--- config.mk ---
export PLATFORM = sky130hd
export DESIGN_NAME = icache_axi_rd_bridge
export DESIGN_NICKNAME = d
export VERILOG_FILES = /design/src/rtl/icache_axi_pkg.sv /design/src/rtl/icache_line_assembler.sv /design/src/rtl/icache_axi_rd_bridge.sv
export SDC_FILE = /design/constraint.sdc
export NUM_CORES = 1
export LEC_CHECK = 0
export ABC_AREA = 1
export CAP_MARGIN = 20
export CORE_ASPECT_RATIO = 0.7
export CORE_MARGIN = 2
export CORE_UTILIZATION = 42
export CTS_BUF_LIST = sky130_fd_sc_hd__clkbuf_16
export DETAILED_ROUTE_END_ITERATION = 6
export HOLD_SLACK_MARGIN = 0.08
export PLACE_DENSITY = 0.77
export SLEW_MARGIN = 20
export SYNTH_ARGS = -nofsm -noshare
export SYNTH_HDL_FRONTEND = slang
export SYNTH_SLANG_ARGS = --single-unit
--- constraint.sdc ---
create_clock -name clk -period 2.58 [get_ports clk]
set_input_delay 0.387 -clock clk [delete_from_list [all_inputs] [get_ports clk]]
set_output_delay 0.387 -clock clk [all_outputs]
set_load 0.05 [all_outputs]
--- src/rtl/icache_axi_pkg.sv ---
// Shared types and AXI constants for the ICache refill read bridge.
// State encoding and burst/response codes used by bridge and assembler.
package icache_axi_pkg;

   typedef enum logic [1:0] {
      ST_IDLE,
      ST_AR,
      ST_R,
      ST_RET
   } state_e;

   localparam logic [1:0] BURST_INCR = 2'b01;
   localparam logic [1:0] BURST_WRAP = 2'b10;
   localparam logic [1:0] RESP_OKAY  = 2'b00;
   localparam logic [2:0] SIZE_4B    = 3'b010;

   localparam logic [7:0] LINE_LEN = 8'd3;
   localparam logic [7:0] UNC_LEN  = 8'd0;

endpackage

--- src/rtl/icache_line_assembler.sv ---
// Collects 32-bit R beats into a 128-bit line buffer.
// Beat counter, lane rotation and sticky error flag; beats past 4 are dropped.
module icache_line_assembler
   import icache_axi_pkg::*;
(
   input  logic         clk,
   input  logic         rst,
   input  logic         clr,
   input  logic [1:0]   start_lane,
   input  logic         beat,
   input  logic [31:0]  rdata,
   input  logic [1:0]   rresp,
   output logic [127:0] line,
   output logic         err
);

   logic [2:0]   cnt_q, cnt_d;
   logic [1:0]   lane0_q, lane0_d;
   logic [127:0] buf_q, buf_d;
   logic         err_q, err_d;
   logic [1:0]   lane;

   assign lane = lane0_q + cnt_q[1:0];
   assign line = buf_q;
   assign err  = err_q;

   // next-state: clear on new request, otherwise fold in one beat
   always_comb begin
      cnt_d   = cnt_q;
      lane0_d = lane0_q;
      buf_d   = buf_q;
      err_d   = err_q;
      if (clr) begin
         cnt_d   = 3'd0;
         lane0_d = start_lane;
         buf_d   = '0;
         err_d   = 1'b0;
      end else if (beat) begin
         err_d = err_q | (rresp != RESP_OKAY);
         if (cnt_q < 3'd4) begin
            buf_d[{lane, 5'd0} +: 32] = rdata;
            cnt_d = cnt_q + 3'd1;
         end
      end
   end

   // buffer, counter and error registers
   always_ff @(posedge clk) begin
      if (rst) begin
         cnt_q   <= 3'd0;
         lane0_q <= 2'd0;
         buf_q   <= '0;
         err_q   <= 1'b0;
      end else begin
         cnt_q   <= cnt_d;
         lane0_q <= lane0_d;
         buf_q   <= buf_d;
         err_q   <= err_d;
      end
   end

endmodule

--- src/rtl/icache_axi_rd_bridge.sv ---
// ICache refill request to single AXI4 read burst, line returned on ret_valid.
// Optional ICACHE_AXI_WRAP_EN: line fills use critical-word-first WRAP bursts.
module icache_axi_rd_bridge
   import icache_axi_pkg::*;
#(
   parameter int ID_W     = 4,
   parameter int ARID_VAL = 0
) (
   input  logic            clk,
   input  logic            rst,
   input  logic            rd_req,
   input  logic [31:0]     rd_addr,
   input  logic [7:0]      rd_len,
   output logic            ret_valid,
   output logic [127:0]    ret_data,
   output logic            ret_err,
   output logic [ID_W-1:0] arid,
   output logic [31:0]     araddr,
   output logic [7:0]      arlen,
   output logic [2:0]      arsize,
   output logic [1:0]      arburst,
   output logic            arvalid,
   input  logic            arready,
   input  logic [ID_W-1:0] rid,
   input  logic [31:0]     rdata,
   input  logic [1:0]      rresp,
   input  logic            rlast,
   input  logic            rvalid,
   output logic            rready
);

   state_e      state_q, state_d;
   logic [31:0] araddr_q, araddr_d;
   logic [7:0]  arlen_q, arlen_d;
   logic [1:0]  arburst_q, arburst_d;
   logic        arvalid_q, arvalid_d;
   logic        rready_q, rready_d;
   logic        ret_valid_q, ret_valid_d;
   logic        clr, beat, is_line;
   logic [1:0]  start_lane;
   logic        unused_bits;

   assign unused_bits = ^{rid, rd_addr[1:0]};
   assign is_line     = (rd_len != UNC_LEN);

   assign arid      = ID_W'(ARID_VAL);
   assign arsize    = SIZE_4B;
   assign araddr    = araddr_q;
   assign arlen     = arlen_q;
   assign arburst   = arburst_q;
   assign arvalid   = arvalid_q;
   assign rready    = rready_q;
   assign ret_valid = ret_valid_q;

   // FSM next state and AR payload selection
   always_comb begin
      state_d     = state_q;
      araddr_d    = araddr_q;
      arlen_d     = arlen_q;
      arburst_d   = arburst_q;
      arvalid_d   = arvalid_q;
      rready_d    = rready_q;
      ret_valid_d = 1'b0;
      clr         = 1'b0;
      beat        = 1'b0;
      start_lane  = rd_addr[3:2];
      unique case (state_q)
         ST_IDLE: begin
            if (rd_req) begin
               clr       = 1'b1;
               arlen_d   = rd_len;
               arvalid_d = 1'b1;
               state_d   = ST_AR;
               if (is_line) begin
`ifdef ICACHE_AXI_WRAP_EN
                  araddr_d   = {rd_addr[31:2], 2'b00};
                  arburst_d  = BURST_WRAP;
                  start_lane = rd_addr[3:2];
`else
                  araddr_d   = {rd_addr[31:4], 4'h0};
                  arburst_d  = BURST_INCR;
                  start_lane = 2'd0;
`endif
               end else begin
                  araddr_d   = {rd_addr[31:2], 2'b00};
                  arburst_d  = BURST_INCR;
                  start_lane = rd_addr[3:2];
               end
            end
         end
         ST_AR: begin
            if (arready) begin
               arvalid_d = 1'b0;
               rready_d  = 1'b1;
               state_d   = ST_R;
            end
         end
         ST_R: begin
            if (rvalid) begin
               beat = 1'b1;
               if (rlast) begin
                  rready_d    = 1'b0;
                  ret_valid_d = 1'b1;
                  state_d     = ST_RET;
               end
            end
         end
         ST_RET: begin
            state_d = ST_IDLE;
         end
         default: state_d = ST_IDLE;
      endcase
   end

   // FSM and AR register slice
   always_ff @(posedge clk) begin
      if (rst) begin
         state_q     <= ST_IDLE;
         araddr_q    <= '0;
         arlen_q     <= '0;
         arburst_q   <= '0;
         arvalid_q   <= 1'b0;
         rready_q    <= 1'b0;
         ret_valid_q <= 1'b0;
      end else begin
         state_q     <= state_d;
         araddr_q    <= araddr_d;
         arlen_q     <= arlen_d;
         arburst_q   <= arburst_d;
         arvalid_q   <= arvalid_d;
         rready_q    <= rready_d;
         ret_valid_q <= ret_valid_d;
      end
   end

   icache_line_assembler u_asm (
      .clk        (clk),
      .rst        (rst),
      .clr        (clr),
      .start_lane (start_lane),
      .beat       (beat),
      .rdata      (rdata),
      .rresp      (rresp),
      .line       (ret_data),
      .err        (ret_err)
   );

endmodule

==> results of run 1 <==
[critical path, cell delays in order, from the launching register on]
cell and delay [ns]:
dfxtp_1 0.41, ha_1 0.22, inv_1 0.06, nand3_1 0.09, nand2_1 0.08, ha_1 0.39
nand2_1 0.31, clkinv_1 0.11, buf_4 0.24, nand2_1 0.09, nand3_1 0.08, nand2_1 0.08
nor2_1 0.05
[cell families after synthesis]
kind of cell / synth area share [%]
compound gates: 9.211
fa+ha+maj: 1.396
buf+inv: 14.73
flops: 44.16
other cells: 0.09307
simple gates: 30.41
[cell usage after synthesis (all sizes together)]
cell type,number,area [um^2]
nand3b,2,15.01
o21ai,76,380.4
dfxtp,178,3563
nand2,260,978.4
nand3,82,427.9
nand4,50,312.8
ha,9,112.6
buf,39,240.2
nor2,118,469.2
clkinv,2,7.510
a21oi,71,355.3
inv,196,735.7
conb,2,7.510
nor3,50,250.2
clkbuf,54,205.2
o211ai,1,7.510
[state kept, by name, summed over array words and instances, names as in the netlist]
register,count
arlen,8
u_asm.lane0_q,2
rready,1
arburst,1
ret_valid,1
u_asm.line,128
u_asm.err,1
state_q,2
u_asm.cnt_q,3
araddr,30
arvalid,1
[stage by stage]
stage	power, W	cells
floorplan	0.005198	1198
global placement	0.006127	1622
detailed placement	0.006180	1622
CTS	0.008854	1654
global route	0.009287	1654
finish	0.008852	1654
[worst min-delay path by stage]
stage | from | endpoint | slack, ns | cells past startpoint
floorplan | u_asm.lane0_q[0] | u_asm.lane0_q[0] | 0.43 | 2
global placement | araddr[28] | araddr[28] | 0.44 | 2
detailed placement | araddr[2] | araddr[2] | 0.44 | 2
CTS | arburst[0] | arburst[0] | 0.45 | 2
global route | araddr[27] | araddr[27] | 0.48 | 2
finish | araddr[2] | araddr[2] | 0.45 | 2
[layout by cell type, fill, tap and decap left out, types with 10 or more instances in the layout]
cell,instances
nand4_1,50
o21ai_0,76
nor3_1,50
nand2_1,259
a21oi_1,71
inv_1,195
dfxtp_1,178
conb_1,10
clkdlybuf4s50_1,248
clkbuf_16,17
nor2_1,115
buf_4,23
nand3_1,80
[routing by layer]
layer / GRT usage (%) / share of wire (%) / up-vias
met5: 0 / 0 / -
met4: 8.761 / 2.4 / 0
met3: 7.256 / 11 / 46
met2: 37.81 / 41 / 385
met1: 36.79 / 45 / 3729
li1: - / - / 4113
[final cells by class]
type	count	area (um^2)	share of cell area, %
multi-input cells	729	3352	29.65
repair buffers	275	2735	24.20
clock buffers	17	425.4	3.764
flip-flops and latches	178	3563	31.53
inverters	198	744.5	6.586
well taps	242	302.8	2.679
clock inverters	15	180.2	1.594
[power breakdown]
group          switching (W)  internal (W)  total (W)
Clock                0.00116       0.00154    0.00270
Combinational        0.00216      0.000901    0.00306
Sequential          0.000120       0.00297    0.00309
==> metrics.txt, run 1 <==
cell area after layout ~0.011 mm^2; Routed WL 26.49 mm; CTS max path bufs 2; final worst path period share 89.97%; Yosys cell types 27; gpl congestion 0.9472; post_cts resized 0; WP data arrival ~2.6 ns; RSZ-0062 raised after global routing false; worst setup margin 0.2587 ns; Lkg Pwr 4.802 nW; R2R depth 12; maximum VDD drop 459.9 uV; worst skew pair latency about 0.43 ns; #FFs+latches synth 178; Critical R2R Capture u_asm.line[10]; first-pass GRT wire length approximately 40 mm; initial core utilization 42.77%; GR Util All Layers 25.95%; fmax 430.8 MHz; number of H-tree levels 4; Fin Setup TNS 0 ns; CP endpoint kind register; Placed Area around 0.011 mm^2; post-DR wirelength/cell 16.02 um; Mapped Cells 1,190; Fillers 1,701; post-placement setup slack 0.3233 ns; row cnt 42; status finished, final reports clean; drc violations 0; CP max FO 26; maxcap violations 0; share of cells above drive strength 1 under 10%; Slew headroom 61.54%; Post-CTS Setup Inserts 0; R2R setup slack about 0.26 ns; crit path kind register to register; input/output buffers about 250; Final setup viols 0; cts-stage hold buffer count 0; Clk pin slew, worst setup/hold paths about 0.070 ns; number of global-route vias before repair 7,454; largest net degree at the start of global routing 65; Post-DRT Antenna Nets 0; Final Max Tran Viols 0; Ports between 200 and 300; sequential fraction of the synthesis area 44.16%; CP endpoint u_asm.line[10]; CTS Root Buffer Type clkbuf_16; die area 0.02035 mm^2; Hold WS between 0.4 and 0.5 ns; final hold vios 0; Final Skew between 0.007 and 0.008 ns; Die Ht 120.0 um; Post-Syn Area 0.008069 mm^2; core region area 0.01887 mm^2; Slew @ Worst Pin 0.5751 ns; Syn-to-layout area delta 40.08%; Final Net Count around 1,500; worst path required time 2.90 ns; Pwr per Cell Area 783.1 mW/mm^2; Synth Warn # 0; 1st-pass router iterations 5; HPWL after DPL 19.02 mm; First DRT Iteration DRCs 1,079; Startpoint Class register; CTS Sinks 178; Ant. Diodes 0; vias 8,273; TritonCTS clock tree yes; post-layout util between 50% and 60%; total CTS buffers 17; initial antenna violation count 0; Synth Area per Inst 6.781 um^2; chip width ~170 um; Worst R2R Start u_asm.cnt_q[0]; Tmin final 2.321 ns; vias per inst 5.002; grt total ovfl 0; Hold WC Path Type register to register; CP Launch Point u_asm.cnt_q[0]
(Power assumes the default switching activity.)
==> run 2: changes to the inputs <==
--- a/config.mk
+++ b/config.mk
@@ -8,9 +8,7 @@
 export ABC_AREA = 1
 export CAP_MARGIN = 20
 export CORE_ASPECT_RATIO = 0.7
-export CORE_MARGIN = 2
 export CORE_UTILIZATION = 42
-export CTS_BUF_LIST = sky130_fd_sc_hd__clkbuf_16
 export DETAILED_ROUTE_END_ITERATION = 6
 export HOLD_SLACK_MARGIN = 0.08
 export PLACE_DENSITY = 0.77
==> run 2 against run 1 <==
Net effect: sequential power about the same; die area shrank 2.8%; critical path depth shrank 2; maximum frequency up 0.44%; highest routed layer unchanged.
==> metrics.txt, run 2 (synthesis results as in run 1) <==
status finished, final reports clean; largest net degree at the start of global routing 100; top layer in use met4; met1 WL about 12 mm; Tmin final 2.311 ns; worst skew pair latency 0.43 ns; CTS Root Buffer Type clkbuf_16; CTS Sinks 178; Slew @ Worst Pin 0.5589 ns; RSZ-0062 raised after global routing false; Hold WC Path Type register to register; vias 8,182; first-pass GRT wire length 40.30 mm; HPWL after DPL 18.68 mm; chip width 167.7 um; die area 0.01978 mm^2; initial antenna violation count 0; input/output buffers 248; 1st-pass router iterations 5; number of flip-flops under the largest register name 128; Startpoint Class register; WL met3 around 2.8 mm; Die Ht 118.0 um; Hold WS 0.4537 ns; cell mode on critical path nand2_1; grt total ovfl 0; CTS max path bufs 2; number of H-tree levels 4; Post-DRT Antenna Nets 0; CP max FO 16; Final Max Tran Viols 0; cell area after layout 0.01125 mm^2; post_cts resized 0; number of global-route vias before repair 7,449; initial core utilization 42.77%; Syn-to-layout area delta 39.43%; Final Skew around 0.0066 ns; CP cell instances ha_1 -> inv_1 -> nand2_1 -> nand2_1 -> ha_1 -> inv_1 -> nand2_1 -> nor3_1 -> nand3_1 -> a21oi_1; Placed Area 0.01067 mm^2; post-DR wirelength/cell 15.89 um; share of cells above drive strength 1 4.607%; cts-stage hold buffer count 0; drc violations 0; Post-CTS Setup Inserts 0; Fin Setup TNS 0 ns; core region area 0.01887 mm^2; CP max stage cell dfxtp_1; final hold vios 0; Final setup viols 0; row cnt 42; Lkg Pwr 4.774 nW; crit path kind register to register; Placed Cells 1,622; First DRT Iteration DRCs between 700 and 800; fmax ~430 MHz; WP data arrival 2.67 ns; total CTS buffers 17; CP endpoint kind register; Routed WL 26.28 mm; vias per inst roughly 4.9; Pwr per Cell Area roughly 770 mW/mm^2; Final Non-Filler Cells ~1,700; TritonCTS clock tree yes; final worst path period share 89.58%; most frequent cells in the layout nand2_1, clkdlybuf4s50_1, inv_1, dfxtp_1, nor2_1; maximum VDD drop approximately 480 uV; GR Util All Layers 26.42%; Slew headroom 62.63%; gpl congestion 0.9168; maxcap violations 0; Ports 265; Largest stage delay, worst path 0.38 ns; Final Net Count between 1,000 and 1,500; most common cell after layout, fill and taps aside nand2_1; met2 wire len 11.28 mm; worst path required time 2.94 ns; Clk pin slew, worst setup/hold paths around 0.06 ns
## run 2: metrics by stage
step / worst slack, ns / utilization [%] / total power (W)
6_report: 0.2687 / 59.64 / 0.008697
5_1_grt: 0.1282 / 59.62 / 0.009138
4_1_cts: 0.3579 / 59.62 / 0.008711
3_5_place_dp: 0.3633 / 56.57 / 0.006155
3_3_place_gp: 0.4663 / 56.57 / 0.006116
2_1_floorplan: 0.004856 / - / 0.005198
## run 2: worst paths after layout
check | startpoint | slack (ns) | endpoint | depth (start not counted)
min reg2reg | u_asm.err | 0.45 | u_asm.err | 2
max | u_asm.cnt_q[0] | 0.27 | u_asm.line[54] | 10
min | u_asm.err | 0.45 | u_asm.err | 2
max reg2reg | u_asm.cnt_q[0] | 0.27 | u_asm.line[54] | 10
## run 2: area by class of cell
type / instances / area, um^2
antenna: 1 / 2.502
clock buffer: 19 / 442.9
clock inverter: 12 / 132.6
fill: 1763 / 7615
inverter: 198 / 744.5
multi-input combinational: 729 / 3352
sequential: 178 / 3563
tap: 242 / 302.8
timing repair buffer: 275 / 2710
## run 2: routing by layer
layer | up-vias | track usage (%)
met1 | 3696 | 36.50
met3 | 26 | 8.574
met4 | 0 | 6.078
li1 | 4111 | -
met2 | 349 | 39.74
met5 | - | 0
## run 2: report_power, final
part	total [W]	internal (W)	switching [W]
combinational	0.00304	0.000886	0.00216
sequential	0.00309	0.00297	0.000119
clock	0.00256	0.00145	0.00111
total	0.00870	0.00531	0.00338
## run 2: worst max-delay path, delay by kind of cell (launching register included)
kind / cells / cell delay (ns)
AND/OR/NAND/NOR: 5 / 0.90
adder cells (fa/ha/maj): 2 / 0.44
buffers and inverters: 2 / 0.41
flip-flops: 1 / 0.38
AO/OA/AOI/OAI: 1 / 0.13
==> run 3: changes to the inputs <==
--- a/config.mk
+++ b/config.mk
@@ -5,10 +5,9 @@
 export SDC_FILE = /design/constraint.sdc
 export NUM_CORES = 1
 export LEC_CHECK = 0
-export ABC_AREA = 1
 export CAP_MARGIN = 20
 export CORE_ASPECT_RATIO = 0.7
-export CORE_UTILIZATION = 42
+export CORE_UTILIZATION = 40
 export DETAILED_ROUTE_END_ITERATION = 6
 export HOLD_SLACK_MARGIN = 0.08
 export PLACE_DENSITY = 0.77
==> run 3 against run 2 <==
Net effect: total power shrank 12%; synthesized cell count shrank 36%; first-iteration DRC count shrank 26%; register-to-register slack gained 0.03 ns; global-route usage shrank 2.7 points; highest routed layer unchanged.
==> metrics.txt, run 3 <==
worst path required time between 2 and 3 ns; HPWL after DPL around 15 mm; dominant cell by count in the synthesized netlist dfxtp_1; sequential fraction of the synthesis area 50.67%; Slew @ Worst Pin 0.6385 ns; chip width between 150 and 200 um; number of flip-flops under the largest register name between 100 and 150; Post-Syn Area roughly 0.0070 mm^2; ys async rst share 0%; Ant. Diodes 0; 1st-pass router iterations 5; clock power share 31.5%; fmax 439.1 MHz; Mapped Cells about 760; maximum VDD drop 452.1 uV; Fin Setup TNS 0 ns; post_cts resized 0; First DRT Iteration DRCs 573; area leader, netlist dfxtp_1; switching fraction of total power 34.58%; share of cells above drive strength 1 7.351%; Routed WL 21.59 mm; R2R setup slack between 0.3 and 0.4 ns; vias 6,472; number of H-tree levels 4; CP endpoint kind register; Final Net Count ~1,100; first-pass GRT wire length approximately 34 mm; initial core utilization 40.97%; Lkg Pwr 3.711 nW; switching power of the nets 0.002643 W; hold path startpoint araddr[3]; input/output buffers about 250; gpl congestion 0.7870; worst skew pair latency 0.43 ns; Synth Warn # 0; Startpoint Class register; Synth area leaders dfxtp_1, mux2i_1, nand3_1, nand4_1, nand2_1; Final Max Tran Viols 0; R2R depth 8; Synth Flop Type dfxtp_1; top cells by count, synth dfxtp_1, nand2_1, nand3_1, clkbuf_1, nand4_1; die area between 0.015 and 0.02 mm^2; WP data arrival 2.62 ns; Yosys cell types 41; cts-stage hold buffer count 0; crit path kind register to register; Internal 0.005001 W; row cnt 40; Fillers around 1,500; Synth Area per Inst a little over 9 um^2; TritonCTS clock tree yes; maxcap violations 0; Post-DRT Antenna Nets 0; drc violations 0; final hold vios 0; Final Skew 0.01651 ns; status finished, final reports clean; Clk pin slew, worst setup/hold paths 0.06 ns; Slew headroom 57.30%; Syn-to-layout area delta 46.24%; CTS Sinks 178; GR Util All Layers between 20% and 30%; Tmin final 2.277 ns; Post-synth EDFFs 0; Comb power frac between 20 and 30%; CP max FO 12; CTS max path bufs 2; most common cell after layout, fill and taps aside clkdlybuf4s50_1; Pwr Total approximately 0.0076 W; Synth top area share about half; Die Ht roughly 110 um; core region area 0.01717 mm^2; number of global-route vias before repair just over 6,000; grt total ovfl 0; Worst R2R Start u_asm.cnt_q[0]; final worst path period share 88.27%; Placed Area 0.009746 mm^2; sequential share of power around 40%; initial antenna violation count 0; hold worst-path end araddr[3]; Pwr per Cell Area 743.2 mW/mm^2; vias per inst 5.288; RSZ-0062 raised after global routing false; most frequent cells in the layout clkdlybuf4s50_1, dfxtp_1, nand2_1, nand3_1, nand4_1; Final setup viols 0; post-DR wirelength/cell 17.64 um; Hold WC Path Type register to register; #FFs+latches synth approximately 180; CTS Root Buffer Type clkbuf_16; cell area after layout approximately 0.010 mm^2; Ports 265; Post-CTS Setup Inserts 0; largest net degree at the start of global routing 61; worst hold path stage count 2; total CTS buffers 17; Critical R2R Capture u_asm.line[72]
run 3: changes by cell type in the layout (fill, tap and decap cells not counted), sizes merged, moves of 5 or more:
cell,change
a21oi,-32
buf,+7
nand4,+16
nand3,+14
a22o,+36
nand2,-154
nor3,-49
o21ai,-42
clkinv,-5
nor2,-114
mux2i,+65
inv,-188
run 3: cells by family after synthesis:
logic type / after synthesis / share of synthesized area, %
xor+xnor: 2 / 0.4803
simple gates: 293 / 20.85
flops: 178 / 50.67
buf+inv: 94 / 6.529
compound gates: 116 / 10.51
mux: 65 / 9.251
fa+ha+maj: 9 / 1.601
other cells: 2 / 0.1068
run 3: final cells by class:
cell class	count	area, um^2	share of cell area [%]
Multi-Input combinational cell	495	3070	29.85
Inverter	6	22.52	0.2190
Clock inverter	10	75.07	0.7299
Sequential cell	178	3563	34.65
Tap cell	231	289.0	2.810
Timing Repair Buffer	282	2800	27.23
Clock buffer	22	464.2	4.513
run 3: worst max-delay path by stage:
stage                    from              to  slack, ns  depth (start not counted)
2_1_floorplan  u_asm.cnt_q[0]  u_asm.line[57]       0.46                          9
3_3_place_gp   u_asm.cnt_q[0]  u_asm.line[74]       0.40                          8
3_5_place_dp   u_asm.cnt_q[0]  u_asm.line[78]       0.32                          8
4_1_cts        u_asm.cnt_q[0]  u_asm.line[72]       0.29                          8
5_1_grt        u_asm.cnt_q[0]  u_asm.line[74]        0.1                          8
6_report       u_asm.cnt_q[0]  u_asm.line[72]       0.30                          8
run 3: critical path, cell delays in order (launching register included):
cell and delay (ns):
dfxtp_1 0.34, ha_1 0.19, xor3_2 0.26, inv_1 0.09, ha_1 0.29, nor3_1 0.20
nand2_1 0.33, buf_4 0.30, o21ai_0 0.20
run 3: per-layer routing:
layer  up-vias  share of wire [%]  track usage, %
li1       3133                  -               -
met1      3089                 47           32.60
met4         0               0.31           4.889
met2       243                 43           35.79
met3         7                9.2           8.321
met5         -                  0               0
run 3: power groups by stage:
| stage | logic (W) | clock network [W] | registers (W) |
|---|---|---|---|
| finish | 0.00219 | 0.00241 | 0.00304 |
| global route | 0.00231 | 0.00259 | 0.00307 |
| CTS | 0.00219 | 0.00246 | 0.00304 |
| detailed placement | 0.00218 | 0 | 0.00310 |
| global placement | 0.00216 | 0 | 0.00310 |
| floorplan | 0.000863 | 0 | 0.00369 |
run 3: metrics by stage:
step,hold slack [ns],util (%),cells,setup slack (ns)
floorplan,0.4223,-,767,0.4580
global placement,0.4249,56.77,1192,0.3961
detailed placement,0.4302,56.77,1192,0.3240
CTS,0.4392,59.91,1224,0.2946
global route,0.4682,59.91,1224,0.09853
finish,0.4364,59.91,1224,0.3027
